--- src/rtl/axi_lite_param_regs.sv ---
// AXI4-Lite register file: CTRL/STATUS at 0x00, NUM_PARAMS parameter words from 0x04.
// Parameters and the start pulse feed the accelerator's stream datapath.
module axi_lite_param_regs #(
    parameter int NUM_PARAMS = 8
) (
    input  logic                    clock,
    input  logic                    reset_n,
    input  logic [31:0]             AWADDR,
    input  logic                    AWVALID,
    output logic                    AWREADY,
    input  logic [31:0]             WDATA,
    input  logic [3:0]              WSTRB,
    input  logic                    WVALID,
    output logic                    WREADY,
    output logic [1:0]              BRESP,
    output logic                    BVALID,
    input  logic                    BREADY,
    input  logic [31:0]             ARADDR,
    input  logic                    ARVALID,
    output logic                    ARREADY,
    output logic [31:0]             RDATA,
    output logic [1:0]              RRESP,
    output logic                    RVALID,
    input  logic                    RREADY,
    output logic [32*NUM_PARAMS-1:0] cfg_params,
    output logic                    cfg_start,
    input  logic                    core_done,
    input  logic                    core_idle
);

    localparam logic [29:0] LAST_IDX = 30'(NUM_PARAMS);
    localparam logic [1:0]  RESP_OKAY = 2'b00;
    localparam logic [1:0]  RESP_SLVERR = 2'b10;

    logic        aw_full;
    logic        w_full;
    logic [29:0] aw_idx;
    logic [31:0] w_data;
    logic [3:0]  w_strb;
    logic [31:0] params [NUM_PARAMS];
    logic        done;

    logic        aw_hs;
    logic        w_hs;
    logic        ar_hs;
    logic        commit;
    logic        wr_ctrl;
    logic        wr_in_range;
    logic [29:0] rd_idx;
    logic [31:0] rd_data;
    logic [1:0]  rd_resp;

    // Byte lanes are dropped from the index; keep them visibly consumed.
    logic unused_addr_lsbs;
    assign unused_addr_lsbs = ^{AWADDR[1:0], ARADDR[1:0]};

    function automatic logic [31:0] merge_bytes(input logic [31:0] cur, input logic [31:0] wd,
                                                input logic [3:0] strb);
        logic [31:0] res;
        res = cur;
        for (int b = 0; b < 4; b++) begin
            if (strb[b]) res[8*b +: 8] = wd[8*b +: 8];
        end
        return res;
    endfunction

    assign AWREADY = reset_n && !aw_full && !BVALID;
    assign WREADY  = reset_n && !w_full && !BVALID;
    assign ARREADY = reset_n && !RVALID;

    assign aw_hs       = AWVALID && AWREADY;
    assign w_hs        = WVALID && WREADY;
    assign ar_hs       = ARVALID && ARREADY;
    assign commit      = aw_full && w_full && !BVALID;
    assign wr_ctrl     = (aw_idx == 30'd0);
    assign wr_in_range = (aw_idx <= LAST_IDX);

    always_ff @(posedge clock or negedge reset_n) begin
        if (!reset_n) begin
            aw_full   <= 1'b0;
            w_full    <= 1'b0;
            aw_idx    <= '0;
            w_data    <= '0;
            w_strb    <= '0;
            BVALID    <= 1'b0;
            BRESP     <= RESP_OKAY;
            cfg_start <= 1'b0;
        end else begin
            cfg_start <= commit && wr_ctrl && w_strb[0] && w_data[0];
            if (aw_hs) begin
                aw_full <= 1'b1;
                aw_idx  <= AWADDR[31:2];
            end
            if (w_hs) begin
                w_full <= 1'b1;
                w_data <= WDATA;
                w_strb <= WSTRB;
            end
            if (BVALID && BREADY) BVALID <= 1'b0;
            // Handshakes cannot coincide with commit: both buffers full blocks the readies.
            if (commit) begin
                aw_full <= 1'b0;
                w_full  <= 1'b0;
                BVALID  <= 1'b1;
                BRESP   <= wr_in_range ? RESP_OKAY : RESP_SLVERR;
            end
        end
    end

    always_ff @(posedge clock or negedge reset_n) begin
        if (!reset_n) begin
            for (int i = 0; i < NUM_PARAMS; i++) params[i] <= '0;
        end else if (commit) begin
            for (int i = 0; i < NUM_PARAMS; i++) begin
                if (aw_idx == 30'(i + 1)) params[i] <= merge_bytes(params[i], w_data, w_strb);
            end
        end
    end

    // A completion pulse outranks a simultaneous software clear.
    always_ff @(posedge clock or negedge reset_n) begin
        if (!reset_n) begin
            done <= 1'b0;
        end else if (core_done) begin
            done <= 1'b1;
        end else if (commit && wr_ctrl && w_strb[0] && w_data[1]) begin
            done <= 1'b0;
        end
    end

    assign rd_idx = ARADDR[31:2];

    always_comb begin
        rd_data = '0;
        rd_resp = RESP_SLVERR;
        if (rd_idx == 30'd0) begin
            rd_data = {29'd0, core_idle, done, 1'b0};
            rd_resp = RESP_OKAY;
        end else begin
            for (int i = 0; i < NUM_PARAMS; i++) begin
                if (rd_idx == 30'(i + 1)) begin
                    rd_data = params[i];
                    rd_resp = RESP_OKAY;
                end
            end
        end
    end

    always_ff @(posedge clock or negedge reset_n) begin
        if (!reset_n) begin
            RVALID <= 1'b0;
            RDATA  <= '0;
            RRESP  <= RESP_OKAY;
        end else if (ar_hs) begin
            RVALID <= 1'b1;
            RDATA  <= rd_data;
            RRESP  <= rd_resp;
        end else if (RVALID && RREADY) begin
            RVALID <= 1'b0;
        end
    end

    for (genvar g = 0; g < NUM_PARAMS; g++) begin : g_cfg
        assign cfg_params[32*g +: 32] = params[g];
    end

endmodule

--- config.mk ---
export PLATFORM = sky130hd
export DESIGN_NAME = axi_lite_param_regs
export DESIGN_NICKNAME = d
export VERILOG_FILES = /design/src/rtl/axi_lite_param_regs.sv
export SDC_FILE = /design/constraint.sdc
export NUM_CORES = 1
export LEC_CHECK = 0
export BUFFER_PORTS_ARGS = -buffer_cell sky130_fd_sc_hd__buf_4
export CAP_MARGIN = 15
export CORE_MARGIN = 5
export CORE_UTILIZATION = 54
export DETAILED_ROUTE_END_ITERATION = 8
export PLACE_DENSITY = 0.8
export SLEW_MARGIN = 0
export SYNTH_ARGS = -nofsm -noshare
export SYNTH_HDL_FRONTEND = slang
export SYNTH_SLANG_ARGS = --single-unit
--- constraint.sdc ---
create_clock -name clock -period 3.2 [get_ports clock]
set_input_delay 0.32 -clock clock [delete_from_list [all_inputs] [get_ports clock]]
set_output_delay 0.32 -clock clock [all_outputs]
set_load 0.1 [all_outputs]
-- After elaboration in Yosys (flattened, before gate mapping)
Index checks and enable logic that the tools add are counted.
- bits in registers: 364
- bits in latches: 0
- RAM bits: 0
- memory bits (read-only): 0
- bits of input ports: 109
- output and inout port bits: 298
- logic and storage cells: 149
- memories kept: 0
- $add $sub $neg: 0
- $mul: 0
- divide/modulo/power cells: 0
- magnitude comparators: 1
- eq/ne operators: 16
- shift operators: 0
- multiplexer cells: 29
- bitwise logic cells: 0
- reductions and logical operators: 59
- operators with widths (kind ; number):
    $mux W32 ; 9
    $eq A30 B3 Y1 const B ; 8
    $eq A30 B2 Y1 const B ; 4
    $reduce_and A3 Y1 ; 32
    $eq A30 B1 Y1 const B ; 2
    $eq A30 B4 Y1 const B ; 2
    $logic_not A30 Y1 ; 2
    $le A30 B4 Y1 const B ; 1
    $mux W2 ; 10
    $logic_and A1 B1 Y1 ; 16
    $mux W1 ; 10
    $reduce_bool A2 Y1 ; 5
    $logic_not A1 Y1 ; 4

-- Depth between registers and ports, before layout
- depth after elaboration: 10
- mapped depth: 9

-- Worst setup path after synthesis
No wires, ideal clock.
- path kind: register to register
- from: reg RVALID
- to: reg RDATA[5]
- arrival time: 3.745 ns
- setup slack: -0.612 ns
- stages on the path, launching flop included: 6
- buffers on the path: 0
- clock period less this slack: 3.812 ns
- cells stage by stage: dfrtp_1 nor2b_1 nand2_1 nor4_1 a221o_1 a211o_1
- word-level cells in the longest chain between the ends: 3
- ends and longest elaborated chain (element ; RTL line ; source):
    from (decl) ; 23 ; output logic RVALID,
    from (signal assigned) ; 151 ; RVALID <= 1'b0;
    from (signal assigned) ; 155 ; RVALID <= 1'b1;
    from (signal assigned) ; 159 ; RVALID <= 1'b0;
    $logic_not A1 Y1 ; 69 ; assign ARREADY = reset_n && !RVALID;
    $logic_and A1 B1 Y1 ; 69 ;
    net ARREADY ; 20 ; output logic ARREADY,
    $logic_and A1 B1 Y1 ; 73 ; assign ar_hs = ARVALID && ARREADY;
    to (signal assigned) ; 156 ; RDATA <= rd_data;
    to (decl) ; 21 ; output logic [31:0] RDATA,
The timed path passes the listed nets, and every way through them passes these cells.
A chain may end at the register's enable or synchronous reset.

-- Worst setup path in the final report
- from: reg aw_idx[20]
- to: reg params (netlist bit cfg_params[151])
- word-level cells in the longest chain between the ends: 2
- ends and longest elaborated chain (element ; RTL line ; source):
    from (decl) ; 37 ; logic [29:0] aw_idx;
    from (signal assigned) ; 92 ; aw_idx <= AWADDR[31:2];
    $eq A30 B3 Y1 ; 115 ; if (aw_idx == 30'(i + 1)) params[i] <= merge_bytes(params[i], w_data, w_strb);
    $reduce_and A3 Y1 (no source line) ; -- ;
    to (signal, indexed assignment) ; 115 ;
    to (decl) ; 40 ; logic [31:0] params [NUM_PARAMS];
No other way between the ends.

==> results.yml <==
run_status:
  outcome: "finished clean"
power_and_ir_drop:
  p_total_mw: 12.6
  powerDensity_nw_per_um2: 575
  peakVddDrop_uv: 502
  p_leak_nw: 11.0
setup_path:
  path_buf_inv: 0
  path_class: "flop to flop"
  crit_arrival_ps: 3370
  rr_startpoint: "aw_idx[20]"
  rrSetupSlack_ps: 230
  endpoint_kind: "flop"
  critPathTopFamily: "simple AND/OR/NAND/NOR gates"
  cp.required_ps: 3600
  rr_endpoint: "cfg_params[151]"
  ff2ff_path_depth: 5
  max_stage_delay_ps: 690
  cp_slowest_cell: "nand3_1"
  worstPathCellList: "nor4_2, nand4_4, nor3_1, nand3_1, mux2_2"
  crit_fanout: 9
  startpoint_type: "flop"
detailed_routing:
  drt_first_pass_iters: 7
  post_drt_via_cell_ratio: 6.38
  vias: 13800
  remaining_drc_errors: 0
  dr.first_iter.drc_count: 1354
  routedWlPerCell_um: 27.7
  ant_nets: 0
  wirelength_um: 59800
placed_design:
  place_congestion: 0.901
  io_buffers: 400
  dp_hpwl_um: 42100
  placedCellCount: 2090
synthesis:
  synth_flop_cell: "dfrtp_1"
  synth_area_per_cell_um2: 12.8
  synth_edf_count: 0
  ys_warn_count: 0
  ys_seq_area_share_pct: 54.0
  yosysTopAreaCellShare_pct: 54.0
  synth_area_um2: 16800
  postSynth.asyncResetShare_pct: 100
  synth_area_leaders: "dfrtp_1, mux2_2, nor4_4"
  syn_inst: 1312
  synth_largest_area_cell: "dfrtp_1"
  yosys_register_bits: 362
  synth_cell_types: 66
min_path:
  hold_start: "WSTRB[1]"
  hold_path_depth: 2
  hold_end: "w_strb[1]"
  hp-class: "primary input to flop"
sta:
  clock_skew_ps: 12.1
  fin_crit_sh_pct: 92.7
  grt_setup_unrepaired: "false"
  finalHoldViolCount: 0
  maxSlewViolCount: 0
  fin_crit_ps: 2970
  slew_headroom_pct: 28.0
  tightest_slew_ps: 1080
  max_freq_mhz: 337
  setup_viol: 0
layout:
  area_growth_pct: 30.1
  stdcell_count: 2163
  multiInputGateArea_um2: 7420
  nNetsFinal: 1848
  seq_area_um2: 9060
  postLayoutCoreUtil_pct: 71.2
  num-fill-cells: 2138
  drive_above_1_share_pct: 49.3
floorplanning:
  die_h_um: 186
  die_w_um: 186
  die-area_um2: 34700
  num_rows: 64
  io_pins: 407
  start_util_pct: 54.7
  core_um2: 30700
grt:
  gr-total-overflow: 0
  antenna_found_initial: 2
  grt_pass1_wl_um: 90200
  grt_use_total_pct: 33.2
  grt_max_degree: 185
  first_global_vias: 14500
clock_tree:
  cts-buffers-inserted: 40
  cts_tree: "yes"
  clock-sinks: 362
  post_cts_resized: 0
  insertion_delay_ps: 530
  h-tree-depth: 2
  cts_buffer_depth: 3
  clockRootBuffer: "clkbuf_16"
  clkTransAtPathRegs_ps: 60
job:
  maxCapViolations: 0
[registers in the layout (all words and copies together), names as in the netlist]
register    flops
done            1
aw_idx         30
BRESP           1
cfg_start       1
RVALID          1
w_strb          4
w_full          1
aw_full         1
RRESP           1
RDATA          32
cfg_params    256
BVALID          1
w_data         32
[area by class of cell]
class,count,share of cell area [%]
tap,396,2.27
clock inverter,8,0.441
multi-input combinational,864,34.0
inverter,3,0.0516
clock buffer,61,5.36
sequential,362,41.5
antenna,1,0.0115
timing repair buffer,468,16.4
[Yosys cell counts (all sizes together), types with 8 or more instances]
library cell    n
dfrtp         362
mux2          327
nand2          67
clkbuf         63
nor2           63
o21ai          54
o211ai         35
nand3          31
nor4           31
a21oi          30
a221oi         23
nand4          23
mux2i          22
buf            21
a41o           18
a211o          14
nor3           14
and2           13
a22o           11
nor2b           8
[worst max-delay path by stage]
stage	start	end	cells past startpoint
floorplan	BVALID	w_data[10]	6
global placement	ARADDR[7]	RDATA[20]	6
detailed placement	ARADDR[7]	RDATA[20]	6
CTS	aw_idx[20]	cfg_params[151]	5
global route	aw_idx[17]	cfg_params[151]	5
finish	aw_idx[20]	cfg_params[151]	5
[cells in the final DEF (no fill, tap or decap), drive strengths merged, types with 22 or more instances in the layout]
cell and count:
buf 465, dfrtp 362, mux2 327, nand2 67, nor2 63, clkbuf 61
o21ai 54, o211ai 35, nand3 31, nor4 31, a21oi 30, a221oi 23
nand4 23, mux2i 22
[what timing repair did]
item                      CTS  global route
buffers inserted            0             0
hold buffers                2             1
hold endpoints to repair   42             1
[per-stage QoR]
step	setup WS (ps)	hold WS, ps	instance area, µm²	TNS, ps
floorplan	-75.5	24.4	16800	-2120
global placement	283	237	20500	0
detailed placement	273	231	20500	0
CTS	298	1.51	21800	0
global route	95.1	16.3	21800	0
finish	234	16.7	21800	0
[metal layers]
layer | track usage (%) | share of wire, % | vias to the layer above | routed length (µm)
met4 | 13.0 | 4.5 | 2 | 2710
met1 | 42.1 | 39 | 7046 | 23100
li1 | - | - | 5804 | -
met5 | 0 | 0.030 | - | 18
met2 | 54.0 | 47 | 756 | 28300
met3 | 9.90 | 9.5 | 184 | 5660
[power breakdown]
part	switching, mW	internal, mW
Combinational	1.36	0.822
Sequential	0.788	5.08
Clock	1.83	2.68
Total	3.98	8.58
[logic make-up after synthesis]
logic type | Yosys count | synth area share, %
multiplexers | 349 | 23.4
AO/OA/AOI/OAI | 232 | 9.97
AND/OR/NAND/NOR | 280 | 10.4
XOR/XNOR | 1 | 0.0522
other | 1 | 0.0223
buffers and inverters | 87 | 2.13
flip-flops | 362 | 54.0
(Power assumes the default switching activity.)
